$ cat config.mk
export PLATFORM = sky130hd
export DESIGN_NAME = mem_arbiter
export DESIGN_NICKNAME = d
export VERILOG_FILES = /design/src/rtl/mem_arbiter_pkg.sv /design/src/rtl/mem_arbiter_rr_pick2.sv /design/src/rtl/mem_arbiter.sv
export SDC_FILE = /design/constraint.sdc
export NUM_CORES = 1
export LEC_CHECK = 0
export ABC_CLOCK_PERIOD_IN_PS = 6860
export CAP_MARGIN = 20
export CORE_ASPECT_RATIO = 1.5
export CORE_MARGIN = 2
export CORE_UTILIZATION = 41
export CTS_BUF_LIST = sky130_fd_sc_hd__clkbuf_8
export DETAILED_ROUTE_END_ITERATION = 10
export PLACE_DENSITY_LB_ADDON = 0.1
export SETUP_SLACK_MARGIN = 0.4
export SKIP_CTS_REPAIR_TIMING = 1
export SYNTH_ARGS = -nofsm -noshare
export SYNTH_HDL_FRONTEND = slang
export SYNTH_HIERARCHICAL = 1
export SYNTH_SLANG_ARGS = --single-unit
$ cat constraint.sdc
create_clock -name clk -period 6.86 [get_ports clk]
set_clock_uncertainty 0.15 [all_clocks]
set_input_delay 2.058 -clock clk [delete_from_list [all_inputs] [get_ports clk]]
set_output_delay 2.058 -clock clk [all_outputs]
set_load 0.005 [all_outputs]
$ cat src/rtl/mem_arbiter_pkg.sv
// Shared types and constants for the two-port memory bank arbiter.
// Holds the arbiter FSM encoding, port identifiers and default bus widths.
package mem_arbiter_pkg;

    localparam int unsigned REG_WIDTH      = 8;
    localparam int unsigned ADDR_WIDTH_DEF = 16;

    localparam logic PORT_A = 1'b0;
    localparam logic PORT_B = 1'b1;

    typedef enum logic [1:0] {
        ST_IDLE   = 2'd0,
        ST_LOCK_A = 2'd1,
        ST_LOCK_B = 2'd2
    } arb_state_t;

    // One-hot grant vector for a port id (bit 0 = A, bit 1 = B)
    function automatic logic [1:0] port_onehot(input logic port);
        return port ? 2'b10 : 2'b01;
    endfunction

endpackage

$ cat src/rtl/mem_arbiter_rr_pick2.sv
// Two-way round-robin picker: a lone request wins, a tie goes to the port
// that did not win last time. Purely combinational.
module rr_pick2
    import mem_arbiter_pkg::*;
(
    input  logic [1:0] req,
    input  logic       last,
    output logic [1:0] gnt
);

    always_comb begin
        gnt = 2'b00;
        unique case (req)
            2'b01:   gnt = 2'b01;
            2'b10:   gnt = 2'b10;
            2'b11:   gnt = port_onehot(~last);
            default: gnt = 2'b00;
        endcase
    end

endmodule

$ cat src/rtl/mem_arbiter.sv
// Arbitrates a single-port memory bank between port A (CPU) and port B (DMA),
// with bounded locked bursts and out-of-window rejection.
module mem_arbiter
    import mem_arbiter_pkg::*;
#(
    parameter int unsigned WIDTH      = REG_WIDTH,
    parameter int unsigned ADDR_WIDTH = ADDR_WIDTH_DEF,
    parameter int unsigned DEPTH      = 16,
    parameter int unsigned BASE       = 0,
    parameter int unsigned MAX_LOCK   = 8
) (
    input  logic                  clk,
    input  logic                  reset,

    input  logic                  a_req,
    input  logic                  a_we,
    input  logic                  a_lock,
    input  logic [ADDR_WIDTH-1:0] a_addr,
    input  logic [WIDTH-1:0]      a_wdata,
    output logic                  a_gnt,
    output logic                  a_rvalid,
    output logic [WIDTH-1:0]      a_rdata,
    output logic                  a_err,

    input  logic                  b_req,
    input  logic                  b_we,
    input  logic                  b_lock,
    input  logic [ADDR_WIDTH-1:0] b_addr,
    input  logic [WIDTH-1:0]      b_wdata,
    output logic                  b_gnt,
    output logic                  b_rvalid,
    output logic [WIDTH-1:0]      b_rdata,
    output logic                  b_err,

    output logic                  mem_we,
    output logic [ADDR_WIDTH-1:0] mem_addr,
    output logic [WIDTH-1:0]      mem_din,
    input  logic [WIDTH-1:0]      mem_dout
);

    localparam int unsigned CNT_W = $clog2(MAX_LOCK + 1);
    localparam int unsigned EXT_W = ADDR_WIDTH + 1;

    localparam logic [CNT_W-1:0] CNT_MAX  = CNT_W'(MAX_LOCK);
    localparam logic [EXT_W-1:0] WIN_BASE = EXT_W'(BASE);
    localparam logic [EXT_W-1:0] WIN_SIZE = EXT_W'(DEPTH);

    arb_state_t            state;
    logic [CNT_W-1:0]      lock_cnt;
    logic                  last_owner;
    logic [ADDR_WIDTH-1:0] addr_q;

    logic [1:0]            req_vec;
    logic [1:0]            gnt;
    logic                  granted;
    logic                  sel_b;
    logic                  sel_we;
    logic                  sel_lock;
    logic [ADDR_WIDTH-1:0] sel_addr;
    logic [WIDTH-1:0]      sel_wdata;
    logic                  other_req;
    logic                  in_win;
    logic [CNT_W-1:0]      cnt_inc;
    logic                  lock_release;

    // Eligible requesters: a lock owner excludes the other port entirely
    always_comb begin
        req_vec = 2'b00;
        if (!reset) begin
            unique case (state)
                ST_IDLE:   req_vec = {b_req, a_req};
                ST_LOCK_A: req_vec = {1'b0, a_req};
                ST_LOCK_B: req_vec = {b_req, 1'b0};
                default:   req_vec = 2'b00;
            endcase
        end
    end

    rr_pick2 u_pick (
        .req  (req_vec),
        .last (last_owner),
        .gnt  (gnt)
    );

    assign a_gnt     = gnt[0];
    assign b_gnt     = gnt[1];
    assign granted   = |gnt;
    assign sel_b     = gnt[1];
    assign sel_we    = sel_b ? b_we    : a_we;
    assign sel_lock  = sel_b ? b_lock  : a_lock;
    assign sel_addr  = sel_b ? b_addr  : a_addr;
    assign sel_wdata = sel_b ? b_wdata : a_wdata;
    assign other_req = sel_b ? a_req   : b_req;

    // Offset compare at ADDR_WIDTH+1 bits: addresses below BASE wrap far above DEPTH
    assign in_win = (({1'b0, sel_addr} - WIN_BASE) < WIN_SIZE);

    assign mem_we   = granted & sel_we & in_win;
    assign mem_addr = granted ? sel_addr : addr_q;
    assign mem_din  = granted ? sel_wdata : '0;

    // Count of granted cycles including this one; saturates while uncontested
    assign cnt_inc = (state == ST_IDLE)    ? CNT_W'(1) :
                     (lock_cnt == CNT_MAX) ? lock_cnt  : lock_cnt + CNT_W'(1);

    assign lock_release = !sel_lock || ((cnt_inc == CNT_MAX) && other_req);

    always_ff @(posedge clk) begin
        if (reset) begin
            state      <= ST_IDLE;
            lock_cnt   <= '0;
            last_owner <= PORT_B;
            addr_q     <= '0;
            a_rvalid   <= 1'b0;
            a_rdata    <= '0;
            a_err      <= 1'b0;
            b_rvalid   <= 1'b0;
            b_rdata    <= '0;
            b_err      <= 1'b0;
        end else begin
            a_rvalid <= 1'b0;
            a_err    <= 1'b0;
            b_rvalid <= 1'b0;
            b_err    <= 1'b0;

            if (granted) begin
                last_owner <= sel_b;
                addr_q     <= sel_addr;
                if (sel_b) begin
                    b_rvalid <= !sel_we;
                    b_err    <= !in_win;
                    if (!sel_we) b_rdata <= in_win ? mem_dout : '1;
                end else begin
                    a_rvalid <= !sel_we;
                    a_err    <= !in_win;
                    if (!sel_we) a_rdata <= in_win ? mem_dout : '1;
                end
            end

            unique case (state)
                ST_IDLE: begin
                    if (granted && !lock_release) begin
                        state    <= sel_b ? ST_LOCK_B : ST_LOCK_A;
                        lock_cnt <= cnt_inc;
                    end
                end
                ST_LOCK_A, ST_LOCK_B: begin
                    // No grant while locked means the owner dropped its request
                    if (!granted || lock_release) begin
                        state    <= ST_IDLE;
                        lock_cnt <= '0;
                    end else begin
                        lock_cnt <= cnt_inc;
                    end
                end
                default: begin
                    state    <= ST_IDLE;
                    lock_cnt <= '0;
                end
            endcase
        end
    end

endmodule

=== Yosys cells after proc, flatten, opt, wreduce, memory -nomap -nowiden ===
Index checks and enable logic that the tools add are counted.
W data, S select, Z words.

* Bits in registers: 43
* Bits in read-only memories: 0
* Memories: 0
* Logic and storage cells: 64
* Output and inout bits: 47
* Bits in writable memories: 0
* Latch bits: 0

* $lt $le $gt $ge: 1
* Shift-type cells: 0
* Eq/ne operators: 9
* Div/mod/pow operators: 0
* Muxes and demuxes: 21
* Bitwise gates (word level): 5
* Add/subtract/negate cells: 1
* Reduce and logical (&&, ||, !) cells: 17
* Multiply operators: 0

{| class="wikitable"
|+ Operators with widths
! operator !! number
|-
| $mux W16 || 2
|-
| $mux W8 || 3
|-
| $lt A16 B5 Y1 const B || 1
|-
| $mux W4 || 4
|-
| $pmux W2 S3 || 2
|-
| $mux W2 || 5
|-
| $eq A4 B4 Y1 const B || 2
|-
| $pmux W4 S2 || 1
|-
| $eq A2 B2 Y1 const B || 3
|-
| $reduce_and A3 Y1 || 2
|-
| $reduce_or A3 Y1 || 2
|-
| $logic_not A1 Y1 || 5
|-
| $add A4 B1 Y4 const B || 1
|-
| $eq A2 B1 Y1 const B || 2
|-
| $pmux W2 S2 || 1
|-
| $reduce_or A2 Y1 || 2
|-
| $mux W1 || 3
|-
| $not A1 Y1 || 3
|-
| $and A1 B1 Y1 || 2
|-
| $logic_and A1 B1 Y1 || 2
|-
| $logic_not A2 Y1 || 1
|-
| $logic_or A1 B1 Y1 || 2
|-
| $ne A2 B1 Y1 const B || 1
|-
| $ne A2 B2 Y1 const B || 1
|-
| $reduce_and A2 Y1 || 1
|}

=== Depth between registers and ports, before layout ===
* Depth after elaboration: 12
* Mapped depth: 11

=== By module ===
Netlist, hierarchy kept.

{| class="wikitable"
|+ Modules (own cells, without submodules)
! module !! area an instance (um^2) !! cells each !! instances
|-
| mem_arbiter || 2180.8 || 258 || 1
|-
| rr_pick2 || 18.8 || 3 || 1
|}

=== Worst setup path before layout ===
OpenSTA, ideal clock, no wires.

* Path kind: in2out
* Start: input port reset
* End: output port mem_we
* Required time: 4652 ps
* Data arrival time: 4373 ps
* Slack: 279 ps
* Buffers on the path: 4
* Cell stages on the path: 10
* Path through: clkbuf_1 buf_1 nor4b_1 a21boi_0 or4b_1 o22ai_1 and3_1 buf_4 buf_6 nor3b_2

* Word-level cells in the longest chain between the ends: 6

{| class="wikitable"
|+ RTL lines
! item !! line !! text
|-
| start, declared || mem_arbiter.sv:13 || <nowiki>input logic reset,</nowiki>
|-
| $mux W2 * || mem_arbiter.sv:69 || <nowiki>if (!reset) begin</nowiki>
|-
| named net req_vec[0] || mem_arbiter.sv:53 || <nowiki>logic [1:0] req_vec;</nowiki>
|-
| $eq A2 B2 Y1 / $eq A2 B1 Y1 (equally long branches) || mem_arbiter_rr_pick2.sv:13 || <nowiki>unique case (req)</nowiki>
|-
| $pmux W2 S3 * || mem_arbiter_rr_pick2.sv:13 ||
|-
| named net b_gnt || mem_arbiter.sv:30 || <nowiki>output logic b_gnt,</nowiki>
|-
| $mux W16 (tied with other cells) || mem_arbiter.sv:91 || <nowiki>assign sel_addr = sel_b ? b_addr : a_addr;</nowiki>
|-
| $lt A16 B5 Y1 / $and A1 B1 Y1 (equally long branches) || mem_arbiter.sv:96, mem_arbiter.sv:98 ||
|-
| $and A1 B1 Y1 * || mem_arbiter.sv:98 || <nowiki>assign mem_we = granted & sel_we & in_win;</nowiki>
|-
| end, declared || mem_arbiter.sv:35 || <nowiki>output logic mem_we,</nowiki>
|}

The timed path passes the listed nets; every way through them passes the cells marked *.

=== Worst setup path after layout ===
* Start: input port a_req
* End: output port mem_addr[14]

* Word-level cells in the longest chain between the ends: 6

{| class="wikitable"
|+ RTL lines
! item !! line !! text
|-
| start, declared || mem_arbiter.sv:15 || <nowiki>input logic a_req,</nowiki>
|-
| $pmux W2 S3 * || mem_arbiter.sv:70 || <nowiki>unique case (state)</nowiki>
|-
| $mux W2 * || mem_arbiter.sv:69 ||
|-
| named net req_vec[0] || mem_arbiter.sv:53 ||
|-
| $eq A2 B2 Y1 / $eq A2 B1 Y1 (equally long branches) || mem_arbiter_rr_pick2.sv:13 ||
|-
| $pmux W2 S3 * || mem_arbiter_rr_pick2.sv:13 ||
|-
| $mux W16 / $reduce_or A2 Y1 (equally long branches) || mem_arbiter.sv:91, mem_arbiter.sv:87 ||
|-
| $mux W16 * || - ||
|-
| end, declared || mem_arbiter.sv:36 || <nowiki>output logic [ADDR_WIDTH-1:0] mem_addr,</nowiki>
|}

Marks and branches as above.

==> reports/qor.yml <==
sta:
  slew_headroom_pct: 31.1
  fin_crit_ps: 6530
  setup_viol: 0
  finalCritPeriodShare_pct: 95.2
  slew_viol_final: 0
  holdWs_ps: 349
  rsz0062_at_grt: "yes"
  worst_slack_ps: 327
  fin_tns_setup_ps: 0
  tightest_slew_ps: 1030
  fmax_ghz: 0.153
  hold_viol_final: 0
grt:
  grt_pass1_wl_um: 9560
  grt_pass1_vias: 2153
  grt_max_degree: 39
  antenna_found_initial: 0
  grt_usage_pct: 20.0
  overflow: 0
floorplanning:
  io_pins: 111
  rows: 32
  die_y_um: 93.7
  initial_core_util_pct: 42.6
  die_w_um: 63.8
  die_area_mm2: 0.00598
  core_mm2: 0.00516
cts:
  insertion_delay_ps: 290
  clock-sinks: 43
  cts_tree: "done"
  cts.clk_slew.worst_paths_ps: 90
  root_buffer: "clkbuf_8"
  cts-buffers-inserted: 5
  cts.path.max_buffers: 2
  h-tree-depth: 2
drt:
  wl_per_cell_um: 13.3
  ant_nets: 0
  wl_met1_um: 2470
  firstDrtPassIters: 4
  drt-total-wl_um: 6120
  met2_wirelength_um: 3150
  drt_iter0_markers: 132
  drc: 0
  via_per_inst: 4.96
  vias: 2277
  top_layer: "met4"
  wl_met3_um: 358
placement:
  place_ws_ps: -129
  post-place-cells: 432
  gp_congestion: 0.798
  placed_area_mm2: 0.00342
  hpwlAfterDp_um: 4340
  port_buffers: 110
final_layout:
  antenna_cells: 0
  finalInstanceArea_mm2: 0.00373
  area_delta_synth_final_pct: 69.8
  instances_no_fill: 459
  final_nets: 459
  final_util_pct: 72.3
  drive_gt1_share_pct: 13.3
synth:
  synth.top_cell.area_share_pct: 39.1
  synth-edff-count: 0
  yosys.area.top_type: "dfxtp_1"
  syn_nets: 330
  synthArstFlopShare_pct: 0
  yosysSeqAreaShare_pct: 39.1
  synth.area.top_cells: "dfxtp_1, mux2i_1, a311oi_1, nand2_1, nor2b_1"
  syn-cell-area_mm2: 0.00220
  synth_common_cells: "dfxtp_1, nand2_1, o21ai_0"
  ys_ff_latch: 43
  ys.flop_type: "dfxtp_1"
  yosysMostFrequentCell: "dfxtp_1"
  synthCells: 261
  synth_cell_types: 35
  ys_warn_count: 6
  synth.avg_cell_area_um2: 8.43
hold_path:
  hold_class: "flop to flop"
outcome:
  status: "finished, final reports clean"
power:
  leakage_nw: 1.68
  power.density_mw_per_mm2: 169
  power.total_mw: 0.630
  ir_drop_uv: 108
setup_path:
  critPathKind: "input pin to output pin"
  critPathMaxFanout: 5
  cp_data_arrival_time_ps: 4330
  setup.worst_path.end_class: "output pin"
  crit_required_ps: 4650
  regToRegSetupSlack_ps: 3540
  cp-start-kind: "input pin"
run:
  max_cap_viol_count: 0
-- worst max-delay path, cell delays in order --
cell and delay [ps]:
clkdlybuf4s50_1 490, nor4b_4 190, buf_4 160, a21boi_4 240
buf_4 160, mux2_2 320, mux2_2 270, clkdlybuf4s50_1 440
-- per-layer routing --
| metal | global-route usage, % | vias to the layer above |
|---|---|---|
| li1 | - | 1170 |
| met1 | 22.0 | 1020 |
| met2 | 35.7 | 75 |
| met3 | 5.28 | 12 |
| met4 | 8.51 | 0 |
| met5 | 0 | - |
-- final timing paths --
kind                                              start                      end  depth (start not counted)
worst min-delay path            b_rdata[6]$_SDFFE_PP0P_  b_rdata[6]$_SDFFE_PP0P_                          2
worst max-delay path                              a_req             mem_addr[14]                          8
worst min register to register  b_rdata[6]$_SDFFE_PP0P_  b_rdata[6]$_SDFFE_PP0P_                          2
worst max register to register    state[0]$_SDFFE_PP0P_  a_rdata[0]$_SDFFE_PP0P_                         12
-- power by group --
part / leakage (nW) / switching [mW] / total, mW / internal, mW
logic: 1.29 / 0.0717 / 0.191 / 0.119
registers: 0.351 / 0.00751 / 0.273 / 0.265
clock network: 0.0443 / 0.0930 / 0.166 / 0.0728
-- layout by cell type, fill, tap and decap left out, types with 2 or more instances in the layout --
| master | count |
|---|---|
| nand3_1 | 2 |
| nor3_1 | 2 |
| a311oi_1 | 16 |
| nor2b_1 | 21 |
| clkdlybuf4s50_1 | 93 |
| ha_1 | 5 |
| o21ai_0 | 6 |
| dfxtp_1 | 43 |
| inv_1 | 14 |
| dlymetal6s2s_1 | 17 |
| o21ai_1 | 17 |
| a21boi_4 | 2 |
| or4_1 | 3 |
| clkbuf_8 | 5 |
| buf_4 | 26 |
| mux2_2 | 7 |
| clkinv_4 | 2 |
| nor2_1 | 22 |
| buf_6 | 2 |
| mux2i_1 | 15 |
| nand2_1 | 36 |
| or4b_1 | 2 |
| nor3b_2 | 2 |
| o2bb2ai_1 | 2 |
| nor3b_1 | 2 |
| and3_1 | 2 |
| a21oi_1 | 3 |
| nand2b_1 | 3 |
| o22ai_1 | 6 |
-- final cells by class --
class,instances,area (um2)
clock buffers,5,68.8
clock inverters,3,25.0
fillers,403,1430
inverters,14,52.6
multi-input cells,186,1250
flip-flops and latches,43,861
well taps,68,85.1
repair buffers,140,1390
-- kinds of logic (layout without fill, tap and decap cells) --
logic type	after synthesis	count (layout)	share of synthesized area, %
xor gates and xnor gates	2	2	0.797
muxes	22	22	10.4
DFF	43	43	39.1
buffers and inverters	32	162	6.26
adders and majority gates	5	5	2.84
and+or+nand+nor	102	102	23.9
AOI/OAI and AO/OA	55	55	16.7
-- state kept, by name, summed over array words and instances (netlist names) --
register and count:
a_err 1, a_rdata 8, a_rvalid 1, addr_q 16, b_err 1, b_rdata 8, b_rvalid 1, last_owner 1
lock_cnt 4, state 2
Power figures use the tool's default switching activity.
